File: config.mk
export PLATFORM = sky130hd
export DESIGN_NAME = entry_timer
export DESIGN_NICKNAME = d
export VERILOG_FILES = /design/src/rtl/entry_timer.sv
export SDC_FILE = /design/constraint.sdc
export NUM_CORES = 1
export LEC_CHECK = 0
export BUFFER_PORTS_ARGS = -buffer_cell sky130_fd_sc_hd__buf_2
export CORE_UTILIZATION = 53
export DETAILED_ROUTE_END_ITERATION = 10
export PLACE_DENSITY_LB_ADDON = 0.1
export REMOVE_ABC_BUFFERS = 1
export SYNTH_ARGS = -nofsm -noshare
export SYNTH_HDL_FRONTEND = slang
export SYNTH_SLANG_ARGS = --single-unit
File: constraint.sdc
create_clock -name clk -period 2.1 [get_ports clk]
set_input_delay 0.315 -clock clk [delete_from_list [all_inputs] [get_ports clk]]
set_output_delay 0.315 -clock clk [all_outputs]
set_load 0.03 [all_outputs]
File: src/rtl/entry_timer.sv
// Idle-entry timer: counts cycles while run is high and pulses expired on the
// last cycle of each TIMEOUT_CICLOS window.
module entry_timer #(
  parameter int TIMEOUT_CICLOS = 50_000_000
) (
  input  logic clk,
  input  logic reset,
  input  logic clear,
  input  logic run,
  output logic expired
);

  localparam int CNT_W = (TIMEOUT_CICLOS > 1) ? $clog2(TIMEOUT_CICLOS) : 1;
  localparam logic [CNT_W-1:0] CNT_LAST = CNT_W'(TIMEOUT_CICLOS - 1);

  logic [CNT_W-1:0] cnt;

  assign expired = run && !clear && (cnt == CNT_LAST);

  // NOTE: sequential state is written with non-blocking assignments so every
  // flop samples the pre-edge values, regardless of block ordering.
  always_ff @(posedge clk) begin
    if (reset || clear || !run || expired) begin
      cnt <= '0;
    end else begin
      cnt <= cnt + 1'b1;
    end
  end

endmodule

======== After elaboration in Yosys (flattened, before gate mapping) ========
Cells that the tools add are included.
storage, ports and cells
  register bits after elaboration ......... 26
  latch bits .............................. 0
  RAM bits ................................ 0
  bits in read-only memories .............. 0
  input bits .............................. 4
  output and inout port bits .............. 1
  logic and storage cells ................. 10
  memories kept ........................... 0
operators by class
  $add $sub $neg .......................... 1
  $mul .................................... 0
  divide/modulo/power cells ............... 0
  $lt $le $gt $ge ......................... 0
  equal/unequal tests ..................... 1
  shifts and indexed selects .............. 0
  mux-type cells .......................... 0
  bitwise logic cells ..................... 0
  reductions and logical operators ........ 7
operators with widths
  operator                                                          count
  26-bit by 1-bit adder with 26-bit output (second input constant)  1
  26-bit == test (second input constant)                            1
  1-bit logical OR                                                  3
  1-bit logical AND                                                 2
  1-bit logical NOT                                                 2

======== Depth between registers and ports, before layout ========
  depth in word-level cells ............... 4
  gate-level depth with buffers ........... 7
  depth with buffers taken out ............ 5

======== Worst setup path before layout ========
No wires, ideal clock.
  path kind ............................... register to output
  from .................................... register cnt[0]
  to ...................................... output port expired
  arrival ................................. 1.667 ns
  required time ........................... 1.785 ns
  setup slack ............................. 0.118 ns
  stages on the path, launching flop included .. 6
  buffers on the path ..................... 1
  path through ............................ dfxtp_1 -> ha_1 -> nand3_1 -> or4_1 -> buf_2 -> nor2_1
between the ends
  longest elaborated chain between the ends .. 2
ends and longest elaborated chain
  element                   line  source
  start: declaration        16    logic [CNT_W-1:0] cnt;
  start signal: assignment  26    cnt <= cnt + 1'b1;
  26-bit == test            18    assign expired = run && !clear && (cnt == CNT_LAST);
  1-bit logical AND         18
  end: declaration          10    output logic expired
Every way passes these cells.

======== Final worst setup path ========
  from .................................... register cnt[1]
  to ...................................... output port expired
Same word-level chain as after synthesis.

==> flow_summary.yaml <==
final_layout:
  num-nets-final: 161
  final_common_cell: "dfxtp_1"
  regMostFlops: "cnt"
  largest_reg_flops: 26
  reg_top3: "cnt x26"
  antenna_cells: 0
  drive_gt1_share_pct: 19.4
  area_growth_syn_to_layout_pct: 12.5
  final_cell_count_no_fill: 183
  most-common-layout-cells: "dfxtp_1, nor2_1, a21oi_1"
route:
  drt_iter0_drc: 28
  wl_microns: 2560
  ant_nets: 0
  vias_per_cell: 5.97
  post-route-drc-count: 0
  routedWlPerCell_microns: 14.0
  drtPass1Iterations: 4
  vias: 1092
status:
  status: "completed"
clocking:
  h-tree-depth: 1
  cts_root_buffer: "clkbuf_4"
  clock-sinks: 26
  cts_max_path_buffers: 2
  cts_inserted_buffers: 3
  clk_pin_slew_ps: 140
  cts_tree: "built"
  worstSkewPairLatency_ps: 330
die:
  start_util_pct: 55.8
  die_area_sq_um: 2520
  core_sq_um: 2210
  ios: 5
  rows: 17
  die_w_microns: 50.2
  die_y_microns: 50.2
logic_synthesis:
  ys_ff_latch: 26
  syn_area_sq_um: 1230
  async_reset_ff_share_pct: 0
  ys_warn_count: 0
  ys_seq_area_share_pct: 42.2
  synthDistinctLibCells: 31
  synthCells: 144
  synth-main-ff-cell: "dfxtp_1"
  synth_edf_count: 0
  avgSynthCellArea_sq_um: 8.57
timing:
  post-route-period-util_pct: 99.7
  relSlewSlack_pct: 76.8
  skew_ps: 8.50
  setup-violations-final: 0
  tightest_slew_ps: 343
  max_freq_ghz: 0.478
  min_period_ps: 2090
  drv_slew: 0
  rsz0062_at_grt: "true"
  hold_viol_final: 0
critical_path:
  cp_max_fo: 6
  end_kind: "output pin"
  slowest_delay_ps: 540
  critical_path_required_ps: 1780
  start_kind: "register"
  path_class: "reg -> out"
  slowest_stage: "or4_4"
  cp.arrival_ps: 1780
  path_cells: "ha_2, nand3_1, or4_4, nor2_4, buf_6"
power:
  p_leak_uw: 0.000411
  power_uw: 765
  ir_drop_uv: 402
  p_per_area_nw_per_um2: 551
worst_hold_path:
  hp-class: "in -> reg"
global_route:
  grt_max_degree: 16
  grt_overflow_total: 0
  grt_usage_pct: 23.3
  grt_pass1_wl_microns: 4480
  grt_pass1_vias: 1028
  antenna_found_initial: 0
placement:
  dp_cells: 178
  gp_congestion: 0.765
  port_buffers: 4
  hpwl_microns: 1820
job:
  drv_cap: 0
## cell usage after synthesis (3+ instances only)
library cell   n  share of area [%]
nand3_1       10                4.1
nand2_1       11                3.3
nor2_1        15                4.6
a21oi_1       12                4.9
xnor2_1        6                4.3
and3_1         4                2.0
xor2_1         5                3.5
nor4b_1        3                2.1
o21ai_0        5                2.0
o31ai_1        8                4.9
dfxtp_1       26                 42
or4_1          8                4.9
or3_1          6                3.0
nand4_1        4                2.0
## what timing repair did
action	in CTS	in global routing
hold buffers	0	0
setup buffers	1	0
setup endpoints to repair	1	5
endpoints found under the hold margin	0	0
resized for setup	9	3
pin swaps	1	0
## through the flow
stage	hold WS (ps)	setup TNS (ps)	cell area (sq um)	util, %	worst slack (ps)
floorplan	430	-5950	1200	-	-256
global placement	442	0	1310	59.3	147
detailed placement	455	0	1310	59.3	82.3
CTS	262	0	1380	62.4	9.44
global route	276	-50.0	1390	62.7	-50.0
finish	271	0	1390	62.7	6.67
## metal layers
metal	GRT usage [%]	wire, microns	up-vias
met4	9.05	37	0
met3	2.73	94	5
met2	38.4	1220	19
met5	0	0	-
li1	-	-	556
met1	30.8	1210	512
## worst max-delay path, delay by kind of cell (launching register included)
family	cells	cell delay [ps]
DFF	1	360
buffers and inverters	1	140
and+or+nand+nor	3	760
adders and majority gates	1	190
## layout make-up
class	instances	area, sq um
clock buffers	4	36.3
well taps	28	35.0
inverters	2	7.51
flip-flops and latches	26	527
fillers	194	825
repair buffers	12	86.3
multi-input cells	111	696
## logic make-up (layout without fill, tap and decap cells)
family | Yosys count | in the layout | synth area share, %
AOI/OAI and AO/OA | 27 | 27 | 12.8
xor gates and xnor gates | 11 | 11 | 7.81
and+or+nand+nor | 72 | 72 | 33.3
DFF | 26 | 26 | 42.2
adders and majority gates | 1 | 1 | 1.01
buffers and inverters | 7 | 18 | 2.94
## worst paths after layout
kind,startpoint,endpoint,slack (ps),cells past startpoint
worst max-delay path,cnt[1],expired,7,5
worst min register to register,cnt[25],cnt[25],500,2
worst max register to register,cnt[1],cnt[24],180,5
worst min-delay path,reset,cnt[16],270,3
## where the power goes
group / switching [uW] / internal, uW
Clock: 146 / 106
Combinational: 9.36 / 7.71
Sequential: 0.615 / 494
Power figures use the tool's default switching activity.
